[config.mk]
export PLATFORM = sky130hd
export DESIGN_NAME = sva_seq_driver
export DESIGN_NICKNAME = d
export VERILOG_FILES = /design/src/rtl/sva_stim_pkg.sv /design/src/rtl/sva_seq_driver.sv
export SDC_FILE = /design/constraint.sdc
export NUM_CORES = 1
export LEC_CHECK = 0
export CAP_MARGIN = 20
export CORE_MARGIN = 5
export CORE_UTILIZATION = 35
export DETAILED_ROUTE_END_ITERATION = 10
export HOLD_SLACK_MARGIN = 0.03
export PLACE_DENSITY = 0.69
export SKIP_CTS_REPAIR_TIMING = 1
export SYNTH_ARGS = -nofsm -noshare
export SYNTH_HDL_FRONTEND = slang
export SYNTH_SLANG_ARGS = --single-unit
export TNS_END_PERCENT = 50
[constraint.sdc]
create_clock -name gclk -period 6 [get_ports gclk]
set_clock_uncertainty 0.15 [all_clocks]
set_input_delay 1.2 -clock gclk [delete_from_list [all_inputs] [get_ports gclk]]
set_output_delay 1.2 -clock gclk [all_outputs]
set_load 0.005 [all_outputs]
[src/rtl/sva_stim_pkg.sv]
// sva_stim_pkg: command kinds and driver states shared by the sequence stimulus driver.
package sva_stim_pkg;

    typedef enum logic [1:0] {
        PASS      = 2'd0,
        FAIL_NO_A = 2'd1,
        PASS_ZERO = 2'd2,
        RSVD      = 2'd3
    } cmd_kind_t;

    typedef enum logic [2:0] {
        IDLE   = 3'd0,
        LAUNCH = 3'd1,
        WAIT   = 3'd2,
        FIRE   = 3'd3,
        NOA    = 3'd4
    } drv_state_t;

endpackage

[src/rtl/sva_seq_driver.sv]
// sva_seq_driver: drives a/b for the "a ##1 !b[*0:$] ##1 b" checker from queued commands,
// with exp_succ/exp_fail pulses aligned to the cycle the checker must report.
module sva_seq_driver
    import sva_stim_pkg::*;
#(
    parameter int GAP_WIDTH = 4,
    parameter int CNT_WIDTH = 16
) (
    input  logic                 gclk,
    input  logic                 grst,
    input  logic                 cmd_valid,
    output logic                 cmd_ready,
    input  logic [1:0]           cmd_kind,
    input  logic [GAP_WIDTH-1:0] cmd_gap,
    output logic                 a,
    output logic                 b,
    output logic                 busy,
    output logic                 exp_succ,
    output logic                 exp_fail,
    output logic                 cmd_err,
    output logic [CNT_WIDTH-1:0] txn_count
);

    drv_state_t           state_q, state_d;
    logic [GAP_WIDTH-1:0] gap_q, gap_d;
    logic [CNT_WIDTH-1:0] cnt_q, cnt_d;
    logic                 a_q, b_q, succ_q, fail_q, err_q;
    logic                 a_d, b_d, succ_d, fail_d, err_d;
    logic                 accept;
    cmd_kind_t            kind;

    always_comb begin
        cmd_ready = (state_q == IDLE) | (state_q == FIRE) | (state_q == NOA);
        accept    = cmd_valid & cmd_ready;
        kind      = cmd_kind_t'(cmd_kind);
        state_d   = state_q;
        gap_d     = gap_q;
        err_d     = 1'b0;
        case (state_q)
            LAUNCH:  state_d = (gap_q != '0) ? WAIT : FIRE;
            WAIT: begin
                state_d = (gap_q == GAP_WIDTH'(1)) ? FIRE : WAIT;
                gap_d   = gap_q - 1'b1;
            end
            default: state_d = IDLE;
        endcase
        // A command accepted in FIRE/NOA chains straight into its first cycle.
        if (accept) begin
            state_d = (kind == FAIL_NO_A) ? NOA : (kind == RSVD) ? IDLE : LAUNCH;
            gap_d   = (kind == PASS) ? cmd_gap : '0;
            err_d   = (kind == RSVD);
        end
        cnt_d  = ((state_q == FIRE) | (state_q == NOA)) & ~&cnt_q ? cnt_q + 1'b1 : cnt_q;
        a_d    = (state_d == LAUNCH);
        b_d    = (state_d == FIRE);
        succ_d = (state_d == FIRE);
        fail_d = (state_d == NOA);
    end

    always_ff @(posedge gclk or posedge grst) begin
        if (grst) begin
            state_q <= IDLE;
            gap_q   <= '0;
            cnt_q   <= '0;
            a_q     <= 1'b0;
            b_q     <= 1'b0;
            succ_q  <= 1'b0;
            fail_q  <= 1'b0;
            err_q   <= 1'b0;
        end else begin
            state_q <= state_d;
            gap_q   <= gap_d;
            cnt_q   <= cnt_d;
            a_q     <= a_d;
            b_q     <= b_d;
            succ_q  <= succ_d;
            fail_q  <= fail_d;
            err_q   <= err_d;
        end
    end

    assign a         = a_q;
    assign b         = b_q;
    assign exp_succ  = succ_q;
    assign exp_fail  = fail_q;
    assign cmd_err   = err_q;
    assign busy      = (state_q != IDLE);
    assign txn_count = cnt_q;

endmodule

Yosys cells after proc, flatten, opt, wreduce, memory -nomap -nowiden
Index checks and enable logic that the tools add are counted.
{"block": "op_classes", "eq_ne": 10, "n_reduce_logical": 7, "muxes": 10, "add_sub_neg": 2, "bitwise_logic": 5}
{"cell": "$add 16x1->16 const B", "count": 1}
{"cell": "$reduce_and 16->1", "count": 1}
{"cell": "$mux 4", "count": 3}
{"cell": "$eq 3x2->1 const B", "count": 3}
{"cell": "$eq 3x1->1 const B", "count": 2}
{"cell": "$eq 3x3->1 const B", "count": 2}
{"cell": "$mux 3", "count": 2}
{"cell": "$eq 4x1->1 const B", "count": 1}
{"cell": "$mux 1", "count": 4}
{"cell": "$pmux 2 s2", "count": 1}
{"cell": "$reduce_bool 4->1", "count": 1}
{"cell": "$sub 4x1->4 const B", "count": 1}
{"cell": "$logic_not 3->1", "count": 1}
{"cell": "$or 1x1->1", "count": 3}
{"cell": "$reduce_bool 3->1", "count": 1}
{"cell": "$and 1x1->1", "count": 2}
{"cell": "$eq 2x1->1 const B", "count": 1}
{"cell": "$eq 2x2->1 const B", "count": 1}
{"cell": "$logic_not 2->1", "count": 1}
{"cell": "$reduce_bool 2->1", "count": 1}
{"cell": "$logic_not 1->1", "count": 1}
{"block": "word_totals", "out_inout_bits": 23, "elab_cells": 41, "ff_bits": 27, "input_bits": 9}

Logic depth before layout (Yosys ltp)
Gate-level depths: netlist of the first run.
{"block": "depth", "ltp_word": 6, "mapped_depth": 6, "mapped_depth_nobuf": 6}

Worst setup path after synthesis of the first run
No wires, ideal clock.
{"block": "synth_timing", "path_type": "register -> output", "startpoint": "register state_q[1]", "endpoint": "output port busy", "path_buffers": 1, "t_required_ps": 4650, "arrival_ps": 1048, "slack_ps": 3602, "stages_incl_launch_ff": 3, "path_cell_list": "dfrtp_1 > clkbuf_1 > or3_2"}
{"block": "synth_between", "elab_chain_len": 1}
{"item": "start: declaration", "line_no": "sva_seq_driver.sv:24", "rtl": "drv_state_t state_q, state_d;"}
{"item": "start signal: assignment", "line_no": "sva_seq_driver.sv:71", "rtl": "state_q <= state_d;"}
{"item": "$reduce_bool 3->1", "line_no": "sva_seq_driver.sv:87", "rtl": "assign busy = (state_q != IDLE);"}
{"item": "end: declaration", "line_no": "sva_seq_driver.sv:17", "rtl": "output logic busy,"}
Every way passes these cells.

Final worst setup path of the first run
{"block": "layout_timing", "startpoint": "register state_q[1]", "endpoint": "output port cmd_ready"}
{"block": "layout_between", "elab_chain_len": 3, "word_cells_on_any_way": 5, "cone_classes": "eq/ne (2); bitwise (2); reduce/logical (1)"}
{"item": "$eq 3x2->1 or $logic_not 3->1 (tied branches)", "line_no": "sva_seq_driver.sv:33", "rtl": "cmd_ready = (state_q == IDLE) | (state_q == FIRE) | (state_q == NOA);"}
{"item": "$or 1x1->1", "line_no": "sva_seq_driver.sv:33"}
{"item": "$or 1x1->1 (*)", "line_no": "sva_seq_driver.sv:33"}
{"item": "end: declaration", "line_no": "sva_seq_driver.sv:12", "rtl": "output logic cmd_ready,"}
Every way passes the cells marked *; elsewhere a longest branch is shown, timed or not.

==> impl_metrics.json, run 1 <==
{
  "synth_most_common_cell": "dfrtp_1",
  "grt_pass1_vias": 1077,
  "synth-seq-cells": 27,
  "layout.nets": 180,
  "cp.arrival_ns": 1.85,
  "cts-root-buf": "clkbuf_8",
  "regArea_um2": 676,
  "yosys-top-cells-count": "dfrtp_1 (27), nor2_1 (11), xor2_1 (9)",
  "dr_wl_met3_um": 138,
  "cp_num_buf_inv": 1,
  "fin_setup_tns_ns": 0,
  "static-leakage-power_nw": 0.788,
  "rsz0062_at_grt": "no",
  "path_delay_family": "flip-flops",
  "power_density_nw_per_um2": 333,
  "synth_edf_count": 0,
  "die_h_um": 74.0,
  "drt_iter0_markers": 43,
  "grt_max_degree": 28,
  "ys_warn_count": 0,
  "total_power_mw": 0.617,
  "irDropWorstVdd_v": 0.000136,
  "slew_headroom_pct": 52.5,
  "cp_max_fo": 15,
  "grt-ovfl-total": 0,
  "critPathSlowestCell": "dfrtp_1",
  "hold_viol": 0,
  "yosysUniqueCellTypes": 43,
  "yosys-top-cells-area": "dfrtp_1 (47%), xor2_1 (5.5%), ha_1 (3.5%)",
  "start_kind": "flip-flop",
  "gp_congestion": 0.756,
  "routed_wl_um": 3060,
  "via_per_inst": 5.13,
  "wl_per_cell_um": 14.1,
  "diodes": 0,
  "finalCritPeriodShare_pct": 53.3,
  "fin_util_pct": 46.4,
  "clk_pin_slew_ns": 0.09,
  "maxSlewViolCount": 0,
  "core_area_um2": 4000,
  "die_w_um": 74.0,
  "syn_inst": 134,
  "maxCapViolCount": 0,
  "ios": 32,
  "synth-seq-area-share_pct": 47.1,
  "rows": 23,
  "max_freq_mhz": 313,
  "numCtsBuffers": 3,
  "hpwlAfterDp_um": 2360,
  "fillers": 386,
  "required_ns": 4.65,
  "clk_path_buf_depth": 2,
  "globalRouteTotalUtil_pct": 12.0,
  "drtAntennaViolNets": 0,
  "drc": 0,
  "ys_async_sr_fraction_pct": 100,
  "synthesis.area_um2": 1440,
  "antenna_found_initial": 0,
  "cts_tree": "done",
  "dr_wl_met2_um": 1450,
  "port_buffers": 31,
  "insertion_delay_ns": 0.27,
  "avgSynthCellArea_um2": 10.7,
  "yosysTopAreaCell": "dfrtp_1",
  "crit_chain": "nand3b_1 -> o21ai_0 -> clkdlybuf4s50_1",
  "htree_num_levels": 1,
  "syn_to_final_growth_pct": 29.2,
  "dr.pass1.iters": 4,
  "vias": 1109,
  "critical_path_class": "reg2out",
  "ff2ff_setup_slack_ns": 3.81,
  "setup_viol": 0,
  "met1_length_um": 1420,
  "synth_nets": 147,
  "ys.flop_type": "dfrtp_1",
  "outcome": "finished, final reports clean",
  "max_stage_delay_ns": 0.57,
  "synth_top_area_share_pct": 47.1,
  "initial_core_util_pct": 35.9,
  "hold_path.class": "reg2reg",
  "drive_above_1_share_pct": 10.2,
  "die_area_um2": 5480,
  "period_needed_ns": 3.20,
  "topRoutingLayerUsed": "met4",
  "grt_pass1_wl_um": 5100,
  "end_kind": "primary output",
  "multi_input_area_um2": 713,
  "clock_sinks": 27,
  "worst_slew_pin_slew_ns": 0.694
}
[report_power, final]
group          leakage (nW)  total, mW  switching, mW  internal, mW
registers             0.360      0.279         0.0578         0.221
clock network        0.0255      0.102         0.0554        0.0465
logic                 0.402      0.236         0.0992         0.137
[worst register-to-register path, cell delays in order (launching register included)]
cell	delay, ns
dfrtp_1	0.51
or3b_1	0.49
a2111oi_4	0.52
nand3_1	0.14
mux2_2	0.28
[area by class of cell]
type | count | area share (%)
clock buffers | 3 | 2.23
clock inverters | 1 | 0.270
inverters | 5 | 1.01
multi-input cells | 98 | 38.5
flip-flops and latches | 27 | 36.4
well taps | 50 | 3.37
repair buffers | 32 | 18.2
[cells in the final DEF (no fill, tap or decap), types with 2 or more instances in the layout]
master / n
clkdlybuf4s50_1: 31
nor4_1: 2
nor3b_1: 4
clkbuf_8: 3
nand3_1: 7
nor2_1: 11
xor2_1: 9
nor3_1: 5
a221o_1: 2
o21ai_0: 3
nand3b_1: 3
inv_1: 5
a21oi_1: 3
and4_1: 3
xnor2_1: 4
mux2_2: 3
nand4_1: 5
nand2_1: 8
ha_1: 4
dfrtp_1: 27
a211o_1: 2
[sequential cells by signal (all words and copies together) (netlist names)]
signal,flops
txn_count,16
exp_fail,1
state_q,3
a,1
exp_succ,1
cmd_err,1
gap_q,4
[metrics by stage]
stage / setup slack [ns] / hold slack, ns / instance area, um2 / std cells
after floorplan: 3.60 / 0.304 / 1440 / 134
after detailed placement: 3.10 / 0.355 / 1780 / 211
after global routing: 2.67 / 0.407 / 1850 / 216
after CTS: 2.79 / 0.374 / 1830 / 215
final: 2.80 / 0.381 / 1850 / 216
after global placement: 3.16 / 0.359 / 1780 / 211
[final timing paths]
check                                   from            end  depth (start not counted)
max in group asynchronous               grst   txn_count[3]                          3
worst min register to register  txn_count[4]   txn_count[4]                          1
worst min-delay path            txn_count[4]   txn_count[4]                          1
min in group asynchronous               grst       exp_fail                          2
worst max-delay path              state_q[1]      cmd_ready                          3
worst max register to register    state_q[0]  txn_count[13]                          4
[cell families (layout without fill, tap and decap cells)]
kind of cell | after synthesis | in the layout | synth area share, %
DFF | 27 | 27 | 47.1
AOI/OAI and AO/OA | 16 | 16 | 9.42
xor gates and xnor gates | 13 | 13 | 7.93
muxes | 3 | 3 | 2.35
and+or+nand+nor | 61 | 61 | 25.8
buffers and inverters | 9 | 41 | 3.23
adders and majority gates | 5 | 5 | 4.18
[layer usage]
layer  GRT usage, %  vias up
met5              0        -
met4           5.03        0
met3           2.30        4
met2           19.7       25
met1           15.5      533
li1               -      547
No activity file was read; power rests on OpenSTA's default activity.
==> inputs of run 2 (changes only) <==
clock period = 3.3 ns   (was 6 ns; I/O delays follow)
==> run 2 against run 1 <==
  * Critical path depth unchanged
  * Highest routed layer unchanged
  * Register-to-register slack lost 2.7 ns
  * Final area down 1.1%
==> impl_metrics.json, run 2 (synthesis results as in run 1) <==
{
  "clock_sinks": 27,
  "cp_num_buf_inv": 1,
  "grt_max_degree": 28,
  "ios": 32,
  "rsz0062_at_grt": "no",
  "die_h_um": 74.0,
  "required_ns": 2.49,
  "clk_path_buf_depth": 2,
  "dr.pass1.iters": 4,
  "crit_end": "cmd_ready",
  "critPathSlowestCell": "dfrtp_1",
  "port_buffers": 31,
  "drtAntennaViolNets": 0,
  "worst_slew_pin_slew_ns": 0.605,
  "static-leakage-power_nw": 0.777,
  "drc": 0,
  "fin_util_pct": 45.8,
  "ff2ff_setup_slack_ns": 1.13,
  "reg2reg_depth": 4,
  "numCtsBuffers": 3,
  "start_kind": "flip-flop",
  "grt_pass1_vias": 1131,
  "min_from": "gap_q[3]",
  "antenna_found_initial": 0,
  "final_cell_mix": "clkdlybuf4s50_1 (31), dfrtp_1 (27), nor2_1 (11)",
  "reg2reg_to": "txn_count[13]",
  "cp.arrival_ns": 1.81,
  "r2r-start": "state_q[1]",
  "rows": 23,
  "diodes": 0,
  "htree_num_levels": 1,
  "hold_path.class": "reg2reg",
  "maxSlewViolCount": 0,
  "grt-ovfl-total": 0,
  "globalRouteTotalUtil_pct": 12.1,
  "grt_pass1_wl_um": 5280,
  "cts_tree": "done",
  "crit_chain": "nand3b_1 -> o21ai_0 -> clkdlybuf4s50_1",
  "layout.nets": 180,
  "outcome": "finished, final reports clean",
  "clk_pin_slew_ns": 0.09,
  "finalCritPeriodShare_pct": 79.5,
  "end_kind": "primary output",
  "cp_max_fo": 15,
  "critical_path_class": "reg2out",
  "core_area_um2": 4000,
  "hold_viol": 0,
  "cts-root-buf": "clkbuf_8",
  "irDropWorstVdd_v": 0.000255,
  "period_needed_ns": 2.62,
  "cp.depth": 3,
  "maxCapViolCount": 0,
  "final_common_cell": "clkdlybuf4s50_1",
  "power_density_nw_per_um2": 609,
  "path_delay_family": "flip-flops",
  "setup_viol": 0,
  "place_area_um2": 1790,
  "routed_wl_um": 2980,
  "wl_per_cell_um": 13.8,
  "via_per_inst": 5.25,
  "gp_congestion": 0.808,
  "max_freq_mhz": 381,
  "die_area_um2": 5480,
  "fin_setup_tns_ns": 0,
  "syn_to_final_growth_pct": 27.7,
  "drive_above_1_share_pct": 9.64,
  "initial_core_util_pct": 35.9,
  "insertion_delay_ns": 0.26,
  "largest_reg_flops": 16,
  "design_area_um2": 1830,
  "slew_headroom_pct": 59.3,
  "vias": 1135,
  "critical_path.startpoint": "state_q[1]",
  "die_w_um": 74.0,
  "max_stage_delay_ns": 0.57,
  "drt_iter0_markers": 67,
  "hpwlAfterDp_um": 2320
}
## run 2: cell types whose count changed in the layout (fill, tap and decap cells not counted)
cell / previous run / this run
buf_16: 1 / 0
buf_4: 0 / 1
clkbuf_1: 0 / 1
clkinv_2: 1 / 0
## run 2: layout make-up
class	instances	area [um2]
flip-flops and latches	27	676
multi-input cells	98	713
inverters	5	18.8
clock buffers	4	45.0
repair buffers	32	318
fillers	372	2170
well taps	50	62.6
## run 2: per-stage QoR
stage               worst slack (ns)  cells  power, mW  hold WS (ns)
finish                         0.677    216       1.12         0.374
global route                   0.472    216       1.20         0.407
CTS                            0.667    216       1.13         0.378
detailed placement             0.983    212      0.944         0.363
global placement               0.994    212      0.927         0.359
floorplan                       1.30    134      0.758         0.304
## run 2: worst min path at each step
| stage | cells past startpoint | endpoint | slack, ns |
|---|---|---|---|
| floorplan | 1 | exp_succ | 0.30 |
| finish | 1 | exp_succ | 0.37 |
| global route | 1 | txn_count[4] | 0.41 |
| detailed placement | 1 | exp_succ | 0.36 |
| CTS | 1 | exp_succ | 0.38 |
| global placement | 1 | txn_count[4] | 0.36 |
## run 2: worst reg2reg max path: stages (launching register included)
cell	delay, ns
dfrtp_1	0.52
or3b_1	0.47
a2111oi_4	0.51
nand3_1	0.14
mux2_2	0.28
## run 2: power breakdown
group | total [mW] | switching [mW] | internal (mW)
Sequential | 0.508 | 0.106 | 0.402
Combinational | 0.428 | 0.182 | 0.246
Clock | 0.181 | 0.0946 | 0.0862
Total | 1.12 | 0.382 | 0.734
## run 2: per-layer routing
layer	vias up	wire (um)	track usage, %
met5	-	0	0
met3	2	193	2.43
met1	546	1350	16.8
met2	33	1410	19.2
li1	554	-	-
met4	0	21	3.62
==> inputs of run 3 (changes only) <==
clock period = 2.5 ns   (was 3.3 ns; I/O delays follow)
==> run 3 against run 2 <==
  * Total power is 32% higher
  * Sequential cell count stayed put
  * Largest cell class unchanged
  * First-iteration DRC count is 93% higher
  * Final area increased by 0.48%
  * Final cell count up 0.46%
  * Highest routed layer unchanged
  * Worst hold slack got worse by 0.0020 ns
  * Sequential power rose by 32%
  * Via count increased by 2.7%
==> impl_metrics.json, run 3 (synthesis results as in run 1) <==
{
  "outcome": "finished, final reports clean",
  "drtAntennaViolNets": 0,
  "start_kind": "flip-flop",
  "maxCapViolCount": 0,
  "required_ns": 1.85,
  "final_cell_mix": "clkdlybuf4s50_1 (31), dfrtp_1 (26), nor2_1 (11)",
  "cts-root-buf": "clkbuf_8",
  "fin_ws_ns": 0.107,
  "wl_per_cell_um": 13.9,
  "numCtsBuffers": 3,
  "layout.nets": 181,
  "clk_path_buf_depth": 2,
  "cts_tree": "done",
  "maxSlewViolCount": 0,
  "total_power_mw": 1.48,
  "rows": 23,
  "die_w_um": 74.0,
  "diodes": 0,
  "insertion_delay_ns": 0.26,
  "hold_viol": 0,
  "ios": 32,
  "critical_path_class": "reg2out",
  "grt-ovfl-total": 0,
  "slew_headroom_pct": 56.0,
  "fin_util_pct": 46.0,
  "dr.pass1.iters": 4,
  "drive_above_1_share_pct": 10.8,
  "final_common_cell": "clkdlybuf4s50_1",
  "setup_viol": 0,
  "drt_iter0_markers": 129,
  "post-place-ws_ns": 0.333,
  "period_needed_ns": 2.39,
  "power_density_nw_per_um2": 801,
  "largest_reg_flops": 16,
  "rsz0062_at_grt": "no",
  "hpwlAfterDp_um": 2260,
  "die_area_um2": 5480,
  "core_area_um2": 4000,
  "port_buffers": 31,
  "irDropWorstVdd_v": 0.000351,
  "clk_pin_slew_ns": 0.08,
  "cp.arrival_ns": 1.74,
  "end_kind": "primary output",
  "initial_core_util_pct": 35.9,
  "via_per_inst": 5.37,
  "antenna_found_initial": 0,
  "fin_setup_tns_ns": 0,
  "worst_slew_pin_slew_ns": 0.653,
  "grt_max_degree": 28,
  "cp_max_fo": 11,
  "clock_sinks": 27,
  "design_area_um2": 1840,
  "die_h_um": 74.0,
  "place_area_um2": 1800,
  "htree_num_levels": 1,
  "gp_congestion": 0.946,
  "hold_path.class": "reg2reg",
  "max_freq_mhz": 418,
  "routed_wl_um": 3010,
  "globalRouteTotalUtil_pct": 11.8,
  "static-leakage-power_nw": 0.780,
  "drc": 0,
  "grt_pass1_vias": 1134,
  "grt_pass1_wl_um": 5180,
  "vias": 1166,
  "syn_to_final_growth_pct": 28.3,
  "finalCritPeriodShare_pct": 95.7
}
[run 3: cell types whose count changed in the layout (fill, tap and decap cells not counted)]
cell,change
dfrtp_1,-1
dfrtp_2,+1
buf_4,+1
[run 3: worst max-delay path, stage by stage, from the launching register on]
cell and delay [ns]:
dfrtp_1 0.50, or3_2 0.52, clkdlybuf4s50_1 0.46
[run 3: worst paths after layout]
| kind | start | to | slack, ns | cells past startpoint |
|---|---|---|---|---|
| hold / removal | txn_count[11] | txn_count[11] | 0.37 | 1 |
| setup reg to reg | state_q[0] | txn_count[13] | 0.35 | 4 |
| hold reg to reg | txn_count[11] | txn_count[11] | 0.37 | 1 |
| min in group asynchronous | grst | txn_count[8] | 0.44 | 3 |
| max in group asynchronous | grst | state_q[1] | 1.49 | 3 |
| setup / recovery | state_q[0] | busy | 0.11 | 2 |
[run 3: final cells by class]
| class | instances | area (um2) |
|---|---|---|
| Fill cell | 365 | 2160 |
| Tap cell | 50 | 62.6 |
| Inverter | 5 | 18.8 |
| Multi-Input combinational cell | 98 | 713 |
| Clock buffer | 4 | 45.0 |
| Timing Repair Buffer | 33 | 325 |
| Sequential cell | 27 | 677 |
[run 3: metrics by stage]
stage	instances	hold slack (ns)
6_report	217	0.372
5_1_grt	217	0.400
4_1_cts	217	0.374
3_5_place_dp	213	0.361
3_3_place_gp	213	0.344
2_1_floorplan	134	0.304
[run 3: metal layers]
layer	track usage (%)	up-vias	wire, um
met1	15.5	568	1290
met4	3.82	0	35
met2	19.7	41	1490
met3	1.89	4	193
met5	0	-	0
li1	-	553	-
[run 3: power by group]
group          internal, mW  switching (mW)
Combinational         0.330           0.237
Clock                 0.114           0.123
Sequential            0.533           0.140
